<file path="src/rtl/match_pkg.sv">
// Shared definitions for the match window counter: state encoding and default sizing.
package match_pkg;

  localparam int unsigned CNT_W_DEFAULT  = 8;
  localparam int unsigned WINDOW_DEFAULT = 256;
  localparam int unsigned WIN_CNT_W      = 16;

  localparam logic ST_IDLE  = 1'b0;
  localparam logic ST_COUNT = 1'b1;

  typedef enum logic {
    StIdle  = ST_IDLE,
    StCount = ST_COUNT
  } state_e;

endpackage

</file>
<file path="src/rtl/match_window_counter_if.sv">
// Result port of the match window counter: one-deep valid/ready register plus sticky overrun.
interface match_window_counter_if
  import match_pkg::*;
#(
  parameter int unsigned CNT_W = CNT_W_DEFAULT
);

  logic [CNT_W-1:0] count_out;
  logic             count_sat;
  logic             count_valid;
  logic             count_ready;
  logic             overrun;

  modport master (
    output count_out,
    output count_sat,
    output count_valid,
    output overrun,
    input  count_ready
  );

  modport slave (
    input  count_out,
    input  count_sat,
    input  count_valid,
    input  overrun,
    output count_ready
  );

endinterface

</file>
<file path="src/rtl/sat_accumulator.sv">
// Per-window saturating match accumulator; sat records that at least one increment was clamped.
module sat_accumulator
  import match_pkg::*;
#(
  parameter int unsigned CNT_W = CNT_W_DEFAULT
) (
  input  logic             clk,
  input  logic             reset_n,
  input  logic             clr,
  input  logic             inc,
  output logic [CNT_W-1:0] acc,
  output logic             sat
);

  logic [CNT_W-1:0] acc_q, acc_d;
  logic             sat_q, sat_d;
  logic [CNT_W:0]   sum;

  always_comb begin
    sum   = {1'b0, acc_q} + {{CNT_W{1'b0}}, inc};
    acc_d = sum[CNT_W] ? '1 : sum[CNT_W-1:0];
    sat_d = sat_q | sum[CNT_W];
    if (clr) begin
      acc_d = '0;
      sat_d = 1'b0;
    end
  end

  always_ff @(posedge clk or negedge reset_n) begin
    if (!reset_n) begin
      acc_q <= '0;
      sat_q <= 1'b0;
    end else begin
      acc_q <= acc_d;
      sat_q <= sat_d;
    end
  end

  assign acc = acc_q;
  assign sat = sat_q;

endmodule

</file>
<file path="src/rtl/match_window_counter.sv">
// Counts detector match pulses over fixed WINDOW-cycle windows and hands each window's count
// to a one-deep valid/ready result register, flagging saturation and unconsumed overwrites.
module match_window_counter
  import match_pkg::*;
#(
  parameter int unsigned CNT_W  = CNT_W_DEFAULT,
  parameter int unsigned WINDOW = WINDOW_DEFAULT
) (
  input  logic                  clk,
  input  logic                  reset_n,
  input  logic                  match_in,
  input  logic                  enable,
  match_window_counter_if.master cnt_if
);

  localparam logic [WIN_CNT_W-1:0] LastIdx = WIN_CNT_W'(WINDOW - 1);

  state_e               state_q, state_d;
  logic [WIN_CNT_W-1:0] win_q, win_d;
  logic                 counting;
  logic                 last;
  logic                 clr;
  logic [CNT_W-1:0]     acc;
  logic                 acc_sat;
  logic [CNT_W:0]       fin_sum;

  logic [CNT_W-1:0]     out_q, out_d;
  logic                 osat_q, osat_d;
  logic                 valid_q, valid_d;
  logic                 ovr_q, ovr_d;

  assign counting = (state_q == StCount);
  assign last     = counting && (win_q == LastIdx);
  // The accumulator only keeps running inside a window that continues past this cycle.
  assign clr      = !(counting && enable && !last);

  sat_accumulator #(
    .CNT_W (CNT_W)
  ) u_acc (
    .clk     (clk),
    .reset_n (reset_n),
    .clr     (clr),
    .inc     (match_in & counting),
    .acc     (acc),
    .sat     (acc_sat)
  );

  // Final-cycle sample is folded in here since the accumulator clears on that edge.
  assign fin_sum = {1'b0, acc} + {{CNT_W{1'b0}}, match_in};

  always_comb begin
    state_d = state_q;
    case (state_q)
      StIdle:  if (enable) state_d = StCount;
      StCount: if (!enable) state_d = StIdle;
      default: state_d = StIdle;
    endcase
  end

  always_comb begin
    win_d = clr ? '0 : win_q + 1'b1;
  end

  always_comb begin
    out_d   = out_q;
    osat_d  = osat_q;
    valid_d = valid_q;
    ovr_d   = ovr_q;
    if (last) begin
      out_d   = fin_sum[CNT_W] ? '1 : fin_sum[CNT_W-1:0];
      osat_d  = acc_sat | fin_sum[CNT_W];
      valid_d = 1'b1;
      if (valid_q && !cnt_if.count_ready) ovr_d = 1'b1;
    end else if (valid_q && cnt_if.count_ready) begin
      valid_d = 1'b0;
    end
  end

  always_ff @(posedge clk or negedge reset_n) begin
    if (!reset_n) begin
      state_q <= StIdle;
      win_q   <= '0;
      out_q   <= '0;
      osat_q  <= 1'b0;
      valid_q <= 1'b0;
      ovr_q   <= 1'b0;
    end else begin
      state_q <= state_d;
      win_q   <= win_d;
      out_q   <= out_d;
      osat_q  <= osat_d;
      valid_q <= valid_d;
      ovr_q   <= ovr_d;
    end
  end

  assign cnt_if.count_out   = out_q;
  assign cnt_if.count_sat   = osat_q;
  assign cnt_if.count_valid = valid_q;
  assign cnt_if.overrun     = ovr_q;

endmodule
</file>
<file path="src/flat_wrapper.sv">
// flat-port wrapper written by rule: the top's interface ports become plain ports
module match_window_counter_flat import match_pkg::*;
#(
  parameter int unsigned CNT_W  = CNT_W_DEFAULT,
  parameter int unsigned WINDOW = WINDOW_DEFAULT
)
  (clk, reset_n, match_in, enable, cnt_if_count_out, cnt_if_count_sat, cnt_if_count_valid, cnt_if_overrun, cnt_if_count_ready);
  match_window_counter_if #(.CNT_W(CNT_W)) cnt_if_i ();
  input  logic clk;
  input  logic reset_n;
  input  logic match_in;
  input  logic enable;
  output wire logic [$bits(cnt_if_i.count_out)-1:0] cnt_if_count_out;
  output wire logic [$bits(cnt_if_i.count_sat)-1:0] cnt_if_count_sat;
  output wire logic [$bits(cnt_if_i.count_valid)-1:0] cnt_if_count_valid;
  output wire logic [$bits(cnt_if_i.overrun)-1:0] cnt_if_overrun;
  input wire logic [$bits(cnt_if_i.count_ready)-1:0] cnt_if_count_ready;
  assign cnt_if_count_out = cnt_if_i.count_out;
  assign cnt_if_count_sat = cnt_if_i.count_sat;
  assign cnt_if_count_valid = cnt_if_i.count_valid;
  assign cnt_if_overrun = cnt_if_i.overrun;
  assign cnt_if_i.count_ready = cnt_if_count_ready;
  match_window_counter #(.CNT_W(CNT_W), .WINDOW(WINDOW)) u_core (.clk(clk), .reset_n(reset_n), .match_in(match_in), .enable(enable), .cnt_if(cnt_if_i));
endmodule
</file>
<file path="config.mk">
export PLATFORM = sky130hd
export DESIGN_NAME = match_window_counter_flat
export DESIGN_NICKNAME = d
export VERILOG_FILES = /design/src/rtl/match_pkg.sv /design/src/rtl/match_window_counter_if.sv /design/src/rtl/sat_accumulator.sv /design/src/rtl/match_window_counter.sv /design/src/flat_wrapper.sv
export SDC_FILE = /design/constraint.sdc
export NUM_CORES = 1
export LEC_CHECK = 0
export CAP_MARGIN = 20
export CELL_PAD_IN_SITES_DETAIL_PLACEMENT = 1
export CELL_PAD_IN_SITES_GLOBAL_PLACEMENT = 1
export CORE_ASPECT_RATIO = 0.7
export CORE_MARGIN = 3
export CORE_UTILIZATION = 40
export CTS_CLUSTER_SIZE = 24
export DETAILED_ROUTE_END_ITERATION = 8
export PLACE_DENSITY_LB_ADDON = 0.1
export SLEW_MARGIN = 15
export SYNTH_ARGS = -nofsm -noshare
export SYNTH_HDL_FRONTEND = slang
export SYNTH_SLANG_ARGS = --single-unit
</file>
<file path="constraint.sdc">
create_clock -name clk -period 2.74 [get_ports clk]
set_input_delay 0.548 -clock clk [delete_from_list [all_inputs] [get_ports clk]]
set_output_delay 0.548 -clock clk [all_outputs]
set_load 0.02 [all_outputs]
</file>
* Yosys cells after proc, flatten, opt, wreduce, memory -nomap -nowiden
Index checks and enable logic that the tools add are counted.
** Storage, ports and cells
- Register bits after elaboration :: 37
- Input port bits :: 5
- Output and inout bits :: 11
** Cells by class
- Add/sub/neg operators :: 3
- Eq/ne operators :: 1
- Mux-type cells :: 8
- Bitwise operators :: 3
- Reductions and logical operators :: 9
** Operator list (number)
- 2-to-1 mux 8 bit :: 3
- adder 8 x 1 -> 9 bit :: 2
- adder 16 x 1 -> 16 bit (second input constant) :: 1
- equality test 16 x 8 -> 1 bit (second input constant) :: 1
- 2-to-1 mux 16 bit :: 1
- logical AND 1 bit :: 5
- 2-to-1 mux 1 bit :: 4
- zero test 1 bit :: 2
- bitwise OR 1 bit :: 2
- AND reduction 2 bit :: 1
- nonzero test 2 bit :: 1
- bitwise AND 1 bit :: 1

* Logic depth before layout (Yosys ltp)
- Depth after elaboration :: 5
- Depth in mapped cells :: 8
- Gate-level depth less buffers :: 7

* Hierarchy
A second synthesis with hierarchy kept.
** Unflattened totals
- Cell total of the unflattened synthesis :: 180
- Area total of the unflattened synthesis :: 1903.1 sq um
** By module, submodules not included
- match_window_counter :: times used 1, cells an instance 135, area an instance 1445.1 sq um, seq. area each 700.7 sq um
- sat_accumulator :: times used 1, cells an instance 45, area an instance 457.9 sq um, seq. area each 225.2 sq um

* Worst setup path after synthesis
No wires, ideal clock.
- Path type :: register -> register
- Start point :: register u_core.win_q[14]
- End point :: register u_core.out_q[6] (netlist: u_core.cnt_if.count_out[6])
- Setup time :: 0.125 ns
- Arrival :: 2.135 ns
- Required time :: 2.615 ns
- Path slack :: 0.480 ns
- Cell stages (with the launch flop) :: 7
- Period minus slack after synthesis :: 2.260 ns
- Cell sequence :: dfrtp_1 or4_1 or4_1 buf_2 or2_4 buf_6 mux2_4
** On the way
- Longest elaborated chain between the ends :: 2
** Ends and longest elaborated chain
- from (decl) :: line match_window_counter.sv:19 : logic [WIN_CNT_W-1:0] win_q, win_d;
- from (signal assigned) :: line match_window_counter.sv:89 : win_q <= win_d;
- equality test 16 x 8 -> 1 bit :: line match_window_counter.sv:33 : assign last = counting && (win_q == LastIdx);
- logical AND 1 bit :: line match_window_counter.sv:33
- to (signal assigned) :: line match_window_counter.sv:90 : out_q <= out_d;
- to (decl) :: line match_window_counter.sv:27 : logic [CNT_W-1:0] out_q, out_d;
Every way passes these cells.
A chain may end at the register's enable or synchronous reset.

* Worst setup path after layout
- Start point :: register u_core.win_q[12]
- End point :: register u_core.out_q[7] (netlist: u_core.cnt_if.count_out[7])
Same word-level chain as after synthesis.

==> flow_metrics.py <==
metrics = {
    "pwr": {
        "power_frac_clock_pct": 38.8,
        "seqPwrFrac_pct": 57.7,
        "pwr-share-comb_pct": 3.5,
        "switching_share_pct": 22.4,
        "p_per_area_nw_per_um2": 462,
        "p_int_w": 0.000740,
        "p_leak_nw": 0.858,
        "ir_drop_v": 0.000305,
        "switchingPower_w": 0.000214,
    },
    "floorplan": {
        "start_util_pct": 43.6,
        "rows": 19,
        "dieArea_um2": 5330,
        "die_h_um": 62.0,
        "die_w_um": 86.0,
        "ioPinCount": 16,
        "coreArea_um2": 4110,
    },
    "sta": {
        "fin_crit_ns": 2.38,
        "fin_crit_sh_pct": 87.0,
        "rsz0062_at_grt": "no",
        "setup_viol": 0,
        "fin_worst_skew_ns": 0.00528,
        "max_freq_mhz": 420,
        "final_hold_viol_count": 0,
        "tightest_slew_ns": 0.600,
        "tns_ns": 0,
        "max_slew_margin_pct": 59.6,
        "slew_violations": 0,
    },
    "detailed_routing": {
        "wl_um": 3910,
        "dr_total_vias": 1361,
        "ant_nets": 0,
        "drc_errors": 0,
        "wire_per_inst_um": 15.6,
        "drt_iter0_markers": 80,
        "vias_per_cell": 5.42,
        "first_pass_iters": 4,
    },
    "cells_and_area": {
        "nFillCells": 485,
        "drive_gt1_share_pct": 6.03,
        "seq_area_um2": 926,
        "multiInputGateArea_um2": 807,
        "fin_util_pct": 50.2,
        "nets": 208,
        "n_antenna_cell": 0,
        "area_delta_synth_final_pct": 15.2,
    },
    "setup_path": {
        "crit_path_max_incr_delay_ns": 0.65,
        "worstPathMaxFanout": 11,
        "cpLargestDelayFamily": "simple AND/OR/NAND/NOR gates",
        "required_ns": 2.92,
        "cpMaxStageDelayCell": "or4_1",
        "end_kind": "flop",
        "path_cells": "or4_1 > or4_1 > or2_4 > o31a_1",
        "worstSetupPathType": "reg2reg",
        "cp_num_buf_inv": 0,
        "cpMostUsedCell": "or4_1",
        "critPathArrivalTime_ns": 2.56,
        "crit_path_start_kind": "flop",
    },
    "yosys": {
        "seq_area_frac_synth_pct": 51.6,
        "synth_compound_area_share_pct": 9.35,
        "yosysWarnings": 0,
        "synth_xor_xnor_area_share_pct": 10.3,
        "synthCells": 182,
        "synth.area.top_cells": "dfrtp_1, nor2_1, xnor2_1",
        "synthMuxAreaShare_pct": 1.47,
        "ys_ff_latch": 37,
        "synth_top_family_by_area": "simple AND/OR/NAND/NOR gates",
        "yosysTopAreaCell": "dfrtp_1",
        "yosys.area.top_type_share_pct": 51.6,
        "syn_nets": 192,
        "synth_simple_gate_area_share_pct": 20.4,
        "syn_avg_cell_area_um2": 9.85,
        "synth_cell_types": 30,
        "synth_fa_ha_area_share_pct": 3.49,
        "synth_area_um2": 1790,
    },
    "clocking": {
        "clkSlewWorstSetupHoldPaths_ns": 0.07,
        "cts_inserted_buffers": 5,
        "clock_latency_ns": 0.29,
        "cts_tree": "built",
        "cts_sinks": 37,
        "ctsResizeCount": 0,
        "root_buffer": "clkbuf_8",
        "cts.hold.buffers_added": 0,
        "htree_levels": 2,
        "postCtsSetupBuffers": 0,
        "clk_path_buf_depth": 2,
    },
    "global_routing": {
        "grt_antenna_before_repair": 0,
        "grt_pass1_vias": 1406,
        "grt_max_degree": 38,
        "grt_use_total_pct": 17.5,
        "grt_pass1_wl_um": 7020,
        "grt-ovfl-total": 0,
    },
    "placed_design": {
        "dp.final_hpwl_um": 2710,
        "gp_congestion": 0.739,
        "port_buffers": 15,
    },
    "min_path": {
        "holdCritPathClass": "reg2reg",
    },
    "run": {
        "drv_cap": 0,
    },
    "status": {
        "outcome": "finished, final reports clean",
    },
}
path summary, 6_finish.rpt:
| kind | startpoint | to | slack [ns] | cells past startpoint |
|---|---|---|---|---|
| setup / recovery | u_core.win_q[12] | u_core.cnt_if.count_out[7] | 0.36 | 4 |
| hold / removal | u_core.cnt_if.overrun | u_core.cnt_if.overrun | 0.49 | 1 |
| setup reg to reg | u_core.win_q[12] | u_core.cnt_if.count_out[7] | 0.36 | 4 |
| hold reg to reg | u_core.cnt_if.overrun | u_core.cnt_if.overrun | 0.49 | 1 |
| max in group asynchronous | reset_n | u_core.cnt_if.count_out[0] | 1.72 | 2 |
| min in group asynchronous | reset_n | u_core.cnt_if.count_out[6] | 0.68 | 2 |
metrics by stage:
step / std cells / total power (W) / worst slack (ns) / hold WS [ns] / area, um2
floorplan: 182 / 0.000573 / 0.480 / 0.252 / 1790
global placement: 243 / 0.000594 / 0.425 / 0.460 / 1990
detailed placement: 243 / 0.000596 / 0.363 / 0.465 / 1990
CTS: 251 / 0.000970 / 0.337 / 0.488 / 2070
global route: 251 / 0.00101 / 0.228 / 0.519 / 2070
finish: 251 / 0.000954 / 0.357 / 0.486 / 2070
cells by family (layout without fill, tap and decap cells):
| logic type | after synthesis | count (layout) |
|---|---|---|
| simple gates | 75 | 75 |
| flops | 37 | 37 |
| compound gates | 29 | 29 |
| xor+xnor | 21 | 21 |
| buf+inv | 13 | 30 |
| fa+ha+maj | 5 | 5 |
| mux | 2 | 2 |
cells in the final DEF, fill, tap and decap left out, drive strengths merged, types with 3 or more instances in the layout:
| cell type | instances |
|---|---|
| nor3 | 5 |
| nor2 | 31 |
| ha | 5 |
| clkbuf | 8 |
| xor2 | 9 |
| a21oi | 6 |
| a31oi | 3 |
| or4 | 3 |
| and3 | 4 |
| nand3 | 10 |
| nand4 | 7 |
| clkdlybuf4s50 | 15 |
| buf | 3 |
| dfrtp | 37 |
| o21ai | 14 |
| nand2 | 7 |
| inv | 4 |
| xnor2 | 12 |
layout make-up:
cell class,count,share of cell area [%]
multi-input combinational,132,39.1
tap,52,3.15
sequential,37,44.8
clock buffer,8,3.88
timing repair buffer,18,8.36
inverter,4,0.727
Yosys cell counts:
| cell type | count |
|---|---|
| o21a_1 | 1 |
| a311oi_1 | 1 |
| nor3_1 | 5 |
| xor2_1 | 9 |
| ha_1 | 5 |
| or2_4 | 1 |
| buf_2 | 3 |
| clkbuf_1 | 5 |
| mux2_4 | 1 |
| dfrtp_1 | 37 |
| mux2_2 | 1 |
| nand2_1 | 7 |
| and4_1 | 2 |
| a31oi_1 | 3 |
| and3_1 | 4 |
| nor4_1 | 2 |
| and2_1 | 2 |
| inv_1 | 4 |
| xnor2_1 | 12 |
| or4_1 | 3 |
| nand2b_1 | 1 |
| nand3_1 | 10 |
| o31a_1 | 1 |
| nor2_1 | 31 |
| buf_6 | 1 |
| o21ai_0 | 14 |
| o21bai_1 | 2 |
| a21oi_1 | 6 |
| a31o_2 | 1 |
| nand4_1 | 7 |
layer usage:
metal | up-vias | GRT usage [%] | part of all wire, %
li1 | 658 | - | -
met1 | 674 | 23.9 | 51
met2 | 21 | 27.0 | 44
met3 | 8 | 4.35 | 3.4
met4 | 0 | 7.45 | 1.8
met5 | - | 0 | 0
sequential cells by signal (all words and copies together) (netlist names):
register / count
u_core.cnt_if.count_sat: 1
u_core.cnt_if.overrun: 1
u_core.counting: 1
u_core.u_acc.sat: 1
u_core.cnt_if.count_valid: 1
u_core.win_q: 16
u_core.u_acc.acc: 8
u_core.cnt_if.count_out: 8
worst reg2reg max path: stages (launching register included):
cell and delay, ns:
dfrtp_1 0.43, or4_1 0.52, or4_1 0.65, or2_4 0.36, o31a_1 0.31
power by group through the flow:
stage | logic (W) | registers [W] | clock network, W
after floorplan | 0.0000121 | 0.000561 | 0
after global placement | 0.0000332 | 0.000561 | 0
after detailed placement | 0.0000345 | 0.000561 | 0
after CTS | 0.0000348 | 0.000551 | 0.000385
after global routing | 0.0000390 | 0.000551 | 0.000416
final | 0.0000332 | 0.000551 | 0.000370
(Power assumes the default switching activity.)
